### src/rtl/ifu_fetch.sv
// Instruction fetch unit: issues one word fetch at a time, buffers the
// returned instruction for decode and handles redirects from execute by
// squashing any in-flight or buffered instruction from the old path.
//
// state | meaning
// REQ   | presenting a fetch request at pc, waiting for memory to accept
// WAIT  | request accepted, waiting for the response (drop=1 squashes it)
// HOLD  | instruction buffered and offered to decode
module ifu_fetch #(
  parameter logic [31:0] RESET_PC = 32'h80000000
) (
  input  logic        clk,
  input  logic        reset,
  output logic        mem_req_valid,
  input  logic        mem_req_ready,
  output logic [31:0] mem_req_addr,
  input  logic        mem_rsp_valid,
  input  logic [31:0] mem_rsp_data,
  input  logic        mem_rsp_err,
  output logic        inst_valid,
  input  logic        inst_ready,
  output logic [31:0] inst,
  output logic [31:0] inst_pc,
  output logic        inst_err,
  input  logic        redirect_valid,
  input  logic [31:0] redirect_pc,
  output logic [31:0] fetch_cnt
);

  typedef enum logic [1:0] {
    S_REQ  = 2'd0,
    S_WAIT = 2'd1,
    S_HOLD = 2'd2
  } state_t;

  state_t      state;
  logic [31:0] pc;
  logic        drop;
  logic [31:0] redir_pc_al;

  // Redirect targets are word aligned by discarding the low two bits.
  assign redir_pc_al = {redirect_pc[31:2], 2'b00};

  // Handshake outputs are pure decodes of the state register.
  assign mem_req_valid = (state == S_REQ);
  assign mem_req_addr  = pc;
  assign inst_valid    = (state == S_HOLD);

  // Fetch sequencer: request, await response, hold for decode.
  always_ff @(posedge clk or negedge reset) begin
    if (!reset) begin
      state     <= S_REQ;
      pc        <= {RESET_PC[31:2], 2'b00};
      drop      <= 1'b0;
      inst      <= 32'h0;
      inst_pc   <= 32'h0;
      inst_err  <= 1'b0;
      fetch_cnt <= 32'h0;
    end else begin
      case (state)
        S_REQ: begin
          if (mem_req_ready) state <= S_WAIT;
          if (redirect_valid) begin
            pc <= redir_pc_al;
            // The old-address request still goes out; squash its response.
            if (mem_req_ready) drop <= 1'b1;
          end
        end
        S_WAIT: begin
          if (mem_rsp_valid) begin
            if (drop || redirect_valid) begin
              drop  <= 1'b0;
              state <= S_REQ;
              if (redirect_valid) pc <= redir_pc_al;
            end else begin
              inst     <= mem_rsp_data;
              inst_pc  <= pc;
              inst_err <= mem_rsp_err;
              pc       <= pc + 32'd4;
              state    <= S_HOLD;
            end
          end else if (redirect_valid) begin
            pc   <= redir_pc_al;
            drop <= 1'b1;
          end
        end
        S_HOLD: begin
          if (redirect_valid) begin
            // Buffered instruction is on the wrong path: discard uncounted.
            pc    <= redir_pc_al;
            state <= S_REQ;
          end else if (inst_ready) begin
            fetch_cnt <= fetch_cnt + 32'd1;
            state     <= S_REQ;
          end
        end
        default: state <= S_REQ;
      endcase
    end
  end

endmodule

### config.mk
export PLATFORM = sky130hd
export DESIGN_NAME = ifu_fetch
export DESIGN_NICKNAME = d
export VERILOG_FILES = /design/src/rtl/ifu_fetch.sv
export SDC_FILE = /design/constraint.sdc
export NUM_CORES = 1
export LEC_CHECK = 0
export ABC_AREA = 1
export CAP_MARGIN = 20
export CORE_ASPECT_RATIO = 1.25
export CORE_MARGIN = 10
export CORE_UTILIZATION = 45
export DETAILED_ROUTE_END_ITERATION = 6
export GPL_TIMING_DRIVEN = 0
export PLACE_DENSITY = 0.79
export SETUP_SLACK_MARGIN = 0.05
export SLEW_MARGIN = 10
export SYNTH_ARGS = -nofsm -noshare
export SYNTH_HDL_FRONTEND = slang
export SYNTH_SLANG_ARGS = --single-unit
### constraint.sdc
create_clock -name clk -period 2.74 [get_ports clk]
set_input_delay 0.411 -clock clk [delete_from_list [all_inputs] [get_ports clk]]
set_output_delay 0.411 -clock clk [all_outputs]
set_load 0.01 [all_outputs]
=== After elaboration in Yosys (flattened, before gate mapping) ===
Cells that the tools add are included.

* Register bits: 132
* Latch bits: 0
* Memory bits (writable): 0
* Bits in read-only memories: 0
* Input port bits: 71
* Logic and storage cells: 44
* Memories kept: 0

* $add $sub $neg: 2
* Multiply operators: 0
* Div/mod/pow operators: 0
* Order comparisons: 0
* Equality and inequality tests: 8
* Shift-type cells: 0
* Multiplexer cells: 16
* Bitwise gates (word level): 2
* Reductions and logical operators: 9

{| class="wikitable"
|+ Operators with widths
! cell !! count
|-
| $mux 32 || 3
|-
| $pmux 32 s2 || 1
|-
| $add 32x1->32 const B || 1
|-
| $add 32x3->32 const B || 1
|-
| $mux 2 || 5
|-
| $reduce_and 3->1 || 3
|-
| $ne 3x3->1 const B || 2
|-
| $pmux 2 s3 || 1
|-
| $mux 1 || 5
|-
| $reduce_and 5->1 || 1
|-
| $ne 2x1->1 const B || 2
|-
| $reduce_bool 2->1 || 2
|-
| $ne 3x1->1 const B || 1
|-
| $eq 2x1->1 const B || 1
|-
| $eq 2x2->1 const B || 1
|-
| $logic_not 2->1 || 1
|-
| $ne 2x2->1 const B || 1
|-
| $not 1->1 || 2
|-
| $pmux 1 s2 || 1
|-
| $reduce_or 2->1 || 1
|-
| $logic_or 1x1->1 || 1
|}

=== Logic depth before layout (Yosys ltp) ===
* Depth after elaboration: 4
* Gate-level depth with buffers: 12
* Gate-level depth less buffers: 12

=== Least setup slack after synthesis ===
No wires, ideal clock.

* Path type: register -> register
* From: register pc[3] (netlist: mem_req_addr[3])
* To: register pc[22] (netlist: mem_req_addr[22])
* Setup time: 62 ps
* Arrival: 1,535 ps
* Required time: 2,678 ps
* Path slack: 1,142 ps
* Stages on the path, launching flop included: 12
* Buffers on the path: 0
* Period minus slack after synthesis: 1,598 ps
* Cells stage by stage: dfrtp_1 > ha_1 > nand2_1 > nor2_1 > nand2_1 > inv_1 > nand2_1 > o21ai_0 > nand2_1 > nand2_1 > nand2_1 > inv_1

* Longest elaborated chain between the ends: 4

{| class="wikitable"
|+ RTL lines
! item !! RTL line !! RTL
|-
| start, declared || 37 || <nowiki>logic [31:0] pc;</nowiki>
|-
| start signal, assigned || 53 || <nowiki>pc <= {RESET_PC[31:2], 2'b00};</nowiki>
|-
| start signal, assigned || 64 || <nowiki>pc <= redir_pc_al;</nowiki>
|-
| start signal, assigned || 74 || <nowiki>if (redirect_valid) pc <= redir_pc_al;</nowiki>
|-
| $add 32x3->32 || 79 || <nowiki>pc <= pc + 32'd4;</nowiki>
|-
| $mux 32 || 71 || <nowiki>if (drop || redirect_valid) begin</nowiki>
|-
| $mux 32 || 70 || <nowiki>if (mem_rsp_valid) begin</nowiki>
|-
| $pmux 32 s2 || 60 || <nowiki>case (state)</nowiki>
|}

Every way passes these cells.
A chain may end at the register's enable or synchronous reset.

=== Worst setup path after layout ===
* From: register state[1]
* To: output port inst_valid

* Longest elaborated chain between the ends: 1

{| class="wikitable"
|+ RTL lines
! item !! RTL line !! RTL
|-
| start, declared || 36 || <nowiki>state_t state;</nowiki>
|-
| start signal, assigned || 52 || <nowiki>state <= S_REQ;</nowiki>
|-
| start signal, assigned || 62 || <nowiki>if (mem_req_ready) state <= S_WAIT;</nowiki>
|-
| start signal, assigned || 73 || <nowiki>state <= S_REQ;</nowiki>
|-
| $eq 2x2->1 || 47 || <nowiki>assign inst_valid = (state == S_HOLD);</nowiki>
|-
| end, declared || 20 || <nowiki>output logic inst_valid,</nowiki>
|}

Every way passes these cells.

==> impl_metrics.json <==
{
  "antenna_found_initial": 0,
  "worst_slack_ps": 643.2,
  "synth.distinct_cells": 37,
  "pwr-share-seq": 0.358,
  "critPathSlowestCell": "clkdlybuf4s50_1",
  "sw_frac_of_total": 0.3591,
  "hold_path_depth": 2,
  "dpl_worst_slack_ps": 399.7,
  "io-pin-count": 202,
  "grt_use_total": 0.2219,
  "fmax_mhz": 476.9,
  "syn_inst": 991,
  "rows": 51,
  "syn_avg_cell_area_sq_um": 7.184,
  "dp_cells": 1402,
  "min_from": "inst[31]",
  "seq_area_sq_um": 3304,
  "cts_made_buffers": 17,
  "p_sw_w": 0.003153,
  "drc_errors": 0,
  "cp-start-kind": "register",
  "tightest_slew_ps": 672.3,
  "clkSlewWorstSetupHoldPaths_ps": 60,
  "vias": 7411,
  "drt-initial-drc-count": 719,
  "finalHoldViolations": 0,
  "p_clk_frac": 0.259,
  "port_buffers": 198,
  "netlist_area_sq_um": 7119,
  "area_growth_pct": 40.35,
  "grt_pass1_vias": 7185,
  "gp_congestion": 0.9485,
  "power_frac_comb": 0.383,
  "overflow": 0,
  "synth-seq-area-share": 0.4641,
  "grt_first_pass_wirelength_microns": 37960,
  "max_cap_violations": 0,
  "synth_nets": 1064,
  "cp_num_buf_inv": 2,
  "crit_family": "buffers and inverters",
  "die_w_microns": 132.5,
  "die_h_microns": 160.6,
  "worstPathRequired_ps": 2330,
  "power-per-cell-area_nw_per_um2": 878.8,
  "hold_path.class": "register to register",
  "holdPathEnd": "inst[31]",
  "grt_max_degree": 82,
  "rsz0062_at_grt": "false",
  "relSlewSlack": 0.5518,
  "core_area_sq_um": 15570,
  "ys.warnings.count": 0,
  "cts_tree": "done",
  "avgRoutedWirePerCell_microns": 16.65,
  "leakagePower_nw": 4.611,
  "rr_worst_depth": 11,
  "cts_buffer_depth": 2,
  "r2r-start": "mem_req_addr[3]",
  "fin_skew_ps": 9.785,
  "critPathKind": "register to primary output",
  "wirelength_microns": 23890,
  "start_util": 0.4572,
  "fp.dieArea_sq_um": 21280,
  "r2r_end": "mem_req_addr[22]",
  "fin_hold_ws_ps": 467.2,
  "arrival_ps": 1690,
  "cts.sinks": 132,
  "vias_per_cell": 5.164,
  "setup_viol": 0,
  "status": "completed",
  "r2r_setup_slack_ps": 720,
  "crit_fanout": 4,
  "multi_input_comb_area_sq_um": 3309,
  "power_w": 0.008781,
  "worstPathCellList": "inv_2, nor2_4, clkdlybuf4s50_1",
  "finalNonFillerCells": 1435,
  "ant_nets": 0,
  "fin_crit_ps": 2097,
  "intPower_w": 0.005628,
  "drtPass1Iterations": 6,
  "h-tree-depth": 4,
  "diodes": 0,
  "cpPeakStageDelay_ps": 580,
  "critPathCaptureType": "primary output",
  "vdd_drop_max_mv": 0.4121,
  "ys_ff_latch": 132,
  "nFillCells": 1442,
  "period_share": 0.7653,
  "drive_gt1_frac": 0.06787,
  "nNetsFinal": 1283,
  "hpwlAfterDp_microns": 18560,
  "clockRootBuffer": "clkbuf_16",
  "drv_slew": 0,
  "clock_latency_ps": 420
}
[cell type report]
| cell class | instances | area share |
|---|---|---|
| multi-input combinational | 739 | 0.3312 |
| timing repair buffer | 200 | 0.2022 |
| buffer | 31 | 0.01703 |
| tap | 212 | 0.02655 |
| clock buffer | 21 | 0.04608 |
| inverter | 89 | 0.03356 |
| sequential | 132 | 0.3307 |
| clock inverter | 11 | 0.01265 |
[sequential cells by signal, summed over array words and instances, names as in the netlist]
| name | cells |
|---|---|
| drop | 1 |
| fetch_cnt | 32 |
| inst | 32 |
| inst_err | 1 |
| inst_pc | 32 |
| mem_req_addr | 32 |
| state | 2 |
[cells in the final DEF (no fill, tap or decap), drive strengths merged, types with 2 or more instances in the layout]
| master | n |
|---|---|
| nor2 | 112 |
| o32ai | 2 |
| nand4 | 7 |
| bufinv | 2 |
| clkdlybuf4s50 | 197 |
| o21ai | 99 |
| nor3 | 18 |
| buf | 21 |
| inv | 90 |
| nand3 | 37 |
| xor2 | 14 |
| nand2 | 414 |
| o211ai | 4 |
| ha | 2 |
| nand3b | 2 |
| dfrtp | 131 |
| clkbuf | 33 |
| clkinv | 4 |
| o22ai | 3 |
| clkinvlp | 4 |
| a21oi | 16 |
| xnor2 | 5 |
[per-layer routing]
metal	track usage	wire [microns]	vias up
li1	-	-	3563
met1	0.2562	9366	3457
met2	0.3751	11740	331
met3	0.06523	1914	60
met4	0.09369	874	0
met5	0	0	-
[how the worst max path moves through the flow]
stage,start,to,cells past startpoint
after floorplan,mem_req_addr[3],mem_req_addr[22],11
after global placement,reset,inst[22],1
after detailed placement,mem_rsp_valid,mem_req_addr[8],8
after CTS,state[1],inst_valid,3
after global routing,mem_req_addr[3],mem_req_addr[22],11
final,state[1],inst_valid,3
[cell families (layout without fill, tap and decap cells)]
kind of cell | count (synthesis) | after routing | share of synthesized area
AOI/OAI and AO/OA | 127 | 127 | 0.09332
xor gates and xnor gates | 19 | 19 | 0.02337
adders and majority gates | 2 | 2 | 0.003514
buffers and inverters | 120 | 352 | 0.07100
DFF | 132 | 132 | 0.4641
and+or+nand+nor | 591 | 591 | 0.3446
[Yosys cell counts (all sizes together)]
cell,number,area share
nand3,37,0.028
o211ai,4,0.0042
buf,19,0.018
nor3,18,0.016
a21o,1,0.0011
nand4,7,0.0062
o32ai,2,0.0025
o21ai,99,0.070
dfrtp,131,0.46
xor2,14,0.017
nand2,414,0.22
a21oi,16,0.011
nor2,112,0.069
dfstp,1,0.0037
o22ai,3,0.0026
a211o,1,0.0012
inv,88,0.046
and2,1,0.00088
nand3b,2,0.0021
xnor2,5,0.0062
ha,2,0.0035
clkinv,1,0.00070
clkbuf,12,0.0063
a31oi,1,0.00088
[stage by stage]
| step | util | setup TNS (ps) | instance area (sq um) |
|---|---|---|---|
| 2_1_floorplan | - | 0 | 7119 |
| 3_3_place_gp | 0.6016 | -534610 | 9366 |
| 3_5_place_dp | 0.6034 | 0 | 9395 |
| 4_1_cts | 0.6418 | 0 | 9992 |
| 5_1_grt | 0.6418 | 0 | 9992 |
| 6_report | 0.6418 | 0 | 9992 |
[power by group through the flow]
| stage | Clock [W] | Combinational, W | Sequential [W] |
|---|---|---|---|
| after floorplan | 0 | 0.00119 | 0.00337 |
| after global placement | 0 | 0.00333 | 0.00315 |
| after detailed placement | 0 | 0.00338 | 0.00316 |
| after CTS | 0.00231 | 0.00340 | 0.00314 |
| after global routing | 0.00240 | 0.00369 | 0.00324 |
| final | 0.00227 | 0.00336 | 0.00314 |
[worst reg2reg max path, stage by stage, from the launching register on]
cell and delay, ps:
dfrtp_1 470, ha_1 290, nand2_1 170, nor2_1 220, nand2_1 140, inv_1 160
nand2_1 90, o21ai_0 190, nand2_1 70, nand2_1 80, nand2_1 50, inv_1 40
[timing repair]
item / in CTS / in global routing
buffers inserted: 0 / 0
endpoints found under the hold margin: 51 / 0
gates resized for setup: 0 / 0
hold buffers: 1 / 0
Power figures use the tool's default switching activity.
